**src/rtl/controle_frota.sv**
```systemverilog
// Enemy fleet controller: tick-driven sweep/descent FSM plus a round-robin shot arbiter.
// All state is on CLOCK_50; reset and reiniciarJogo are synchronous restarts.
//
//   state  | meaning
//   ATIVO  | fleet sweeping horizontally, one step per tick
//   DESCER | edge reached, next tick drops one row and reverses
//   FIM    | wave over (destroyed or arrived), everything frozen
module controle_frota #(
  parameter int NUM_INIMIGOS      = 8,
  parameter int TICK_DIV          = 320000,
  parameter int PASSO_X           = 2,
  parameter int PASSO_Y           = 20,
  parameter int LARGURA           = 33,
  parameter int ESPACO            = 48,
  parameter int X0                = 40,
  parameter int Y0                = 20,
  parameter int X_MAX             = 640,
  parameter int Y_LIMITE          = 400,
  parameter int DISPARO_INTERVALO = 16
) (
  input  logic                    CLOCK_50,
  input  logic                    reset,
  input  logic                    pausa,
  input  logic                    reiniciarJogo,
  input  logic [NUM_INIMIGOS-1:0] vivos,
  input  logic                    bola_livre,
  output logic [9:0]              base_x,
  output logic [9:0]              base_y,
  output logic                    sentidoX,
  output logic                    passo,
  output logic                    disparo,
  output logic [2:0]              disparo_idx,
  output logic                    frota_destruida,
  output logic                    frota_chegou
);

  localparam int CW = (TICK_DIV > 1) ? $clog2(TICK_DIV) : 1;
  localparam int DW = $clog2(DISPARO_INTERVALO + 1);

  localparam logic [1:0] ATIVO  = 2'd0;
  localparam logic [1:0] DESCER = 2'd1;
  localparam logic [1:0] FIM    = 2'd2;

  logic [1:0]    state;
  logic [CW-1:0] cnt;
  logic [DW-1:0] cd;
  logic [2:0]    ptr;
  logic [2:0]    esq, dir, alvo, j;
  logic [10:0]   borda_dir, borda_esq, ny;
  logic          tick, alguem, fogo;

  assign tick   = !pausa && (cnt == CW'(TICK_DIV - 1));
  assign alguem = |vivos;
  assign fogo   = !pausa && (state != FIM) && alguem && bola_livre &&
                  (cd == DW'(DISPARO_INTERVALO));

  // Loops run in reverse so the last hit is the first one in search order.
  always_comb begin
    esq  = '0;
    dir  = '0;
    alvo = '0;
    j    = '0;
    for (int i = NUM_INIMIGOS - 1; i >= 0; i--)
      if (vivos[i]) esq = 3'(i);
    for (int i = 0; i < NUM_INIMIGOS; i++)
      if (vivos[i]) dir = 3'(i);
    for (int k = NUM_INIMIGOS; k >= 1; k--) begin
      j = ptr + 3'(k);
      if (vivos[j]) alvo = j;
    end
  end

  // Edge arithmetic is widened to 11 bits so nothing wraps.
  assign borda_dir = {1'b0, base_x} + 11'(dir) * 11'(ESPACO) + 11'(LARGURA + PASSO_X);
  assign borda_esq = {1'b0, base_x} + 11'(esq) * 11'(ESPACO);
  assign ny        = {1'b0, base_y} + 11'(PASSO_Y);

  always_ff @(posedge CLOCK_50) begin
    if (reset || reiniciarJogo) begin
      state           <= ATIVO;
      cnt             <= '0;
      cd              <= '0;
      ptr             <= 3'd7;
      base_x          <= 10'(X0);
      base_y          <= 10'(Y0);
      sentidoX        <= 1'b1;
      passo           <= 1'b0;
      disparo         <= 1'b0;
      disparo_idx     <= '0;
      frota_destruida <= 1'b0;
      frota_chegou    <= 1'b0;
    end else begin
      passo   <= 1'b0;
      disparo <= 1'b0;
      if (!pausa) begin
        cnt <= tick ? '0 : cnt + CW'(1);

        if (fogo) begin
          disparo     <= 1'b1;
          disparo_idx <= alvo;
          ptr         <= alvo;
          cd          <= '0;
        end else if (tick && (cd != DW'(DISPARO_INTERVALO))) begin
          cd <= cd + DW'(1);
        end

        if ((state != FIM) && !alguem) begin
          state           <= FIM;
          frota_destruida <= 1'b1;
        end else if (tick && (state != FIM)) begin
          passo <= 1'b1;
          if (state == ATIVO) begin
            if (sentidoX) begin
              if (borda_dir > 11'(X_MAX)) state <= DESCER;
              else base_x <= base_x + 10'(PASSO_X);
            end else begin
              if (borda_esq < 11'(PASSO_X)) state <= DESCER;
              else base_x <= base_x - 10'(PASSO_X);
            end
          end else begin
            base_y   <= ny[9:0];
            sentidoX <= !sentidoX;
            if (ny >= 11'(Y_LIMITE)) begin
              state        <= FIM;
              frota_chegou <= 1'b1;
            end else begin
              state <= ATIVO;
            end
          end
        end
      end
    end
  end

endmodule
```
**config.mk**
```make
export PLATFORM = sky130hd
export DESIGN_NAME = controle_frota
export DESIGN_NICKNAME = d
export VERILOG_FILES = /design/src/rtl/controle_frota.sv
export SDC_FILE = /design/constraint.sdc
export NUM_CORES = 1
export LEC_CHECK = 0
export BUFFER_PORTS_ARGS = -buffer_cell sky130_fd_sc_hd__buf_2
export CAP_MARGIN = 10
export CORE_ASPECT_RATIO = 1.75
export CORE_MARGIN = 3
export CORE_UTILIZATION = 54
export DETAILED_ROUTE_END_ITERATION = 16
export GPL_TIMING_DRIVEN = 1
export PLACE_DENSITY = 0.88
export SLEW_MARGIN = 10
export SYNTH_ARGS = -nofsm -noshare
export SYNTH_HDL_FRONTEND = slang
export SYNTH_SLANG_ARGS = --single-unit
```
**constraint.sdc**
```tcl
create_clock -name CLOCK_50 -period 3.5 [get_ports CLOCK_50]
set_input_delay 0.35 -clock CLOCK_50 [delete_from_list [all_inputs] [get_ports CLOCK_50]]
set_output_delay 0.35 -clock CLOCK_50 [all_outputs]
set_load 0.005 [all_outputs]
```
Word level (Yosys, flattened, before mapping) --
Cells that the tools add are included.
Storage, ports and cells: memories 0, memory bits (read-only) 0, input bits 13, bits in writable memories 0, flip-flop bits (word level) 57, bits in latches 0
Cells by class: div/mod/pow operators 0, shift operators 0, reduce and logical (&&, ||, !) cells 25, equal/unequal tests 8, add/subtract/negate cells 15, multiplexer cells 54, order comparisons 11, bitwise gates (word level) 3, multiply operators 2
Operators with widths (number):
- $mux W3 | 22
- $lt A3 B4 Y1 const B | 8
- $mux W10 | 3
- $bmux W1 S3 | 8
- $add A10 B9 Y11 | 2
- $add A19 B1 Y19 const B | 1
- $eq A19 B19 Y1 const B | 1
- $mux W19 | 1
- $mux W2 | 7
- $add A3 B3 Y3 const B | 4
- $add A10 B5 Y11 const B | 1
- $add A11 B6 Y11 const B | 1
- $ge A11 B9 Y1 const B | 1
- $gt A11 B10 Y1 const B | 1
- $lt A11 B2 Y1 const B | 1
- $mux W1 | 11
- $add A10 B2 Y10 const B | 1
- $mul A3 B2 Y5 const B | 2
- $mux W5 | 2
- $sub A10 B2 Y10 const B | 1
- $logic_and A1 B1 Y1 | 8
- $ne A4 B3 Y1 const B | 2
- $reduce_and A4 Y1 | 2
- $reduce_or A8 Y1 | 1
- other kinds (16) | 26

Logic depth before layout (Yosys ltp) --
word-level depth 16, depth in mapped cells 20, depth with buffers taken out 18

Least setup slack after synthesis --
Ideal clock, no wire load.
path type input to register, from input port vivos[6], to register base_x[5], buffers on the path 2, stages on the path 17, data arrival time 3398 ps, setup time 141 ps, path slack -39 ps, required time 3359 ps, path through clkbuf_1 > nor2_1 > o31ai_1 > and2_1 > ha_1 > inv_1 > fa_1 > xor2_1 > ha_1 > or4_1 > a2111oi_0 > a21oi_1 > a31oi_1 > a21oi_2 > buf_2 > nand2_1 > o211ai_1
On the way: cells in the longest elaborated chain, start to end 12, elaborated cells between the ends (all ways) 23
RTL lines:
- start: declaration | line 25 | input logic [NUM_INIMIGOS-1:0] vivos,
- branches (longest 11 deep; another with $add A10 B9 Y11)
- $reduce_and A6 Y1 (no line) (*)
- end signal: assignment | line 84 | base_x <= 10'(X0);
- end signal: assignment | line 115 | else base_x <= base_x + 10'(PASSO_X);
- end signal: assignment | line 118 | else base_x <= base_x - 10'(PASSO_X);
- end: declaration | line 27 | output logic [9:0] base_x,
Mark *: on every way between the ends. A chain may end at the register's enable or synchronous reset.

Worst setup path in the final report --
from input port vivos[6], to register base_x[1]
The elaborated chain is that of the path after synthesis.

==> results.md <==
* Top FF cell, synth: dfxtp_1
* Share of layout cells above drive strength 1 at 17.84%
* Peak supply drop at 0.0003281 V
* H-tree levels at 2
* Starting density of the core at 56.83%
* Top Ports at 41
* Layout Utilization at 64.24%
* GRT Overall Usage at 24.45%
* Top-area cell type share of the netlist area at 25.75%
* Synth Area in Adders at 11.86%
* Post-synthesis register bit count at 54
* Crit share post-route at 97.16%
* Largest family of logic cells by synthesized area: simple AND/OR/NAND/NOR gates
* Largest net degree at the start of global routing at 26
* Slew Viols, Final at 0
* Worst skew pair latency at 300 ps
* Worst Setup SP: vivos[6]
* Post CTS Setup Buffer Count at 0
* WHS at 324.7 ps
* CTS tree: built
* Simple-Gate Fraction of Synth Area at 23.16%
* Post-Syn Instances at 515
* PwrDens at 284.7 nW/um2
* Vias in the first global route at 3944
* Syn avg cell area at 8.151 um2
* Slew headroom at 49.36%
* GP Congestion at 0.8892
* Most frequent cells in the layout: nor2_1 (70), dfxtp_1 (54), nand2_1 (39)
* CP Launch Type: primary input
* Drt drc at 0
* Syn-to-layout area delta at 13.06%
* Initial antenna violation count at 0
* DP HPWL at 7796 um
* Total grt overflow at 0
* Yosys cell types at 67
* Post-Synth XOR/XNOR Area at 7.720%
* Setup ws final at 99.23 ps
* Placed insts at 633
* DR iter-0 viols at 152
* DR pass1 iterations at 5
* Clock-pin slew on the worst setup and hold paths at 70 ps
* Dpl ws at -137.6 ps
* Ys async rst share at 0%
* Die Ht at 122.6 um
* Worst endpoint required time at 3670 ps
* Die X at 72.65 um
* Max-cap violations at 0
* Worst r2r src: ptr[1]$_SDFFE_PP1P_
* Clk Tree Root Cell: clkbuf_16
* Via density at 6.209
* Clock Sinks at 54
* Number of gates resized after cts at 0
* Final wirelength at 10620 um
* Layout net count at 605
* Reg2Reg Depth at 9
* Multiplexer share of the synthesized area at 9.121%
* Die area at 8909 um2
* Core area at 7387 um2
* Crit Reg-Reg Endpoint: disparo_idx[1]$_SDFFE_PP0P_
* CP Capture Point: base_x[1]$_SDFFE_PP0P_
* Ant. Diodes at 0
* Hold WC Path Type: primary input to flip-flop
* Synth Cell Area at 4198 um2
* Routed WL per cell at 16.56 um
* Hold buffers post-CTS at 0
* Cts bufs inserted at 5
* Synthesis Warnings at 0
* DR vias at 3980
* Skew final at 8.905 ps
* LEAKAGE at 1.999 nW
* Antenna-violating nets left at 0
* Hold path cells at 3
* Least-Margin Pin Slew at 758.6 ps
* Status: complete, no violations
* # port buffers at 37
* First-pass GRT wire length at 17630 um
* EDFF count, synth at 0
* Compound-gate portion of the synthesized area at 16.96%
* Seq/Total Area, Yosys at 25.75%
* Most common cell after layout, fill and taps aside: nor2_1
* CTS Buffer Depth at 2
* Final min period at 3401 ps
* Std-Cell Rows at 41
* Final Hold Vio Count at 0
* Ranking of synthesized cells by area: dfxtp_1 (26%), ha_1 (10%), mux4_2 (6.4%), nor2_1 (6.3%), xor2_1 (4.2%)
* Setup crit end kind: flip-flop
* Final non-filler cell total at 641
* Setup_tns at 0 ps
* Critical Path Fanout Max at 5
* Peak Freq at 0.2941 GHz
* Final count of negative-setup-slack endpoints at 0
* Synth area leader: dfxtp_1
* R2R setup slack at 510 ps
* Critical path arrival at 3570 ps
* CP Class: primary input to flip-flop
kinds of logic after synthesis:
| group | count (synthesis) |
|---|---|
| AOI/OAI and AO/OA | 109 |
| adders and majority gates | 38 |
| buffers and inverters | 51 |
| xor gates and xnor gates | 37 |
| muxes | 23 |
| other | 1 |
| and+or+nand+nor | 202 |
| DFF | 54 |
per-layer routing:
| layer | track usage [%] | up-vias | routed length (um) |
|---|---|---|---|
| met3 | 3.033 | 30 | 470 |
| met1 | 26.00 | 1900 | 4018 |
| met4 | 10.39 | 0 | 331 |
| li1 | - | 1904 | - |
| met2 | 46.66 | 146 | 5796 |
| met5 | 0 | - | 0 |
worst min path at each step:
| stage | start | to | slack [ps] |
|---|---|---|---|
| after global routing | bola_livre | disparo$_SDFF_PP0_ | 330 |
| after CTS | bola_livre | disparo$_SDFF_PP0_ | 320 |
| after global placement | frota_destruida$_SDFFE_PP0P_ | frota_destruida$_SDFFE_PP0P_ | 460 |
| final | bola_livre | disparo$_SDFF_PP0_ | 320 |
| after detailed placement | frota_chegou$_SDFFE_PP0P_ | frota_chegou$_SDFFE_PP0P_ | 450 |
| after floorplan | frota_destruida$_SDFFE_PP0P_ | frota_destruida$_SDFFE_PP0P_ | 460 |
Yosys cell counts (9+ instances only):
library cell   n
a21oi_1       30
mux2i_1        9
ha_1          35
xor2_1        20
nand3_1       26
nand2_1       39
mux4_2        12
dfxtp_1       54
o21ai_0       21
clkbuf_1      12
nor3_1        14
inv_1         22
nand4_1        9
nor2_1        71
buf_2         10
xnor2_1       17
sequential cells by signal (all words and copies together) (netlist names):
name             cells
base_y               8
frota_chegou         1
sentidoX             1
ptr                  3
state                2
cnt                 19
cd                   5
base_x               9
disparo              1
frota_destruida      1
disparo_idx          3
passo                1
worst max-delay path: stages:
cell and delay, ps:
buf_2 130, inv_1 50, a21oi_1 50, o21bai_1 140
a21oi_1 90, nor2_1 150, ha_1 170, inv_1 50
fa_2 350, xor2_2 200, ha_1 210, or4_1 460
a2111oi_4 350, a21oi_2 120, a31oi_2 240, a21oi_4 100
buf_4 160, xnor2_1 140, nor2_1 50
stage by stage:
stage,power [mW],cell area (um2)
2_1_floorplan,0.7388,4208
6_report,1.351,4746
5_1_grt,1.396,4746
3_5_place_dp,0.7831,4522
4_1_cts,1.346,4692
3_3_place_gp,0.7746,4522
final cells by class:
type / instances / area [um2]
Clock buffer: 5 / 125.1
Clock inverter: 3 / 45.04
Fill cell: 600 / 2641
Inverter: 22 / 82.58
Multi-Input combinational cell: 412 / 2954
Sequential cell: 54 / 1081
Tap cell: 86 / 107.6
Timing Repair Buffer: 59 / 350.3
report_power, final:
| group | total [mW] | switching [mW] | internal (mW) |
|---|---|---|---|
| clock | 0.572 | 0.234 | 0.338 |
| combinational | 0.164 | 0.0952 | 0.0685 |
| sequential | 0.615 | 0.000968 | 0.614 |
(Power assumes the default switching activity.)
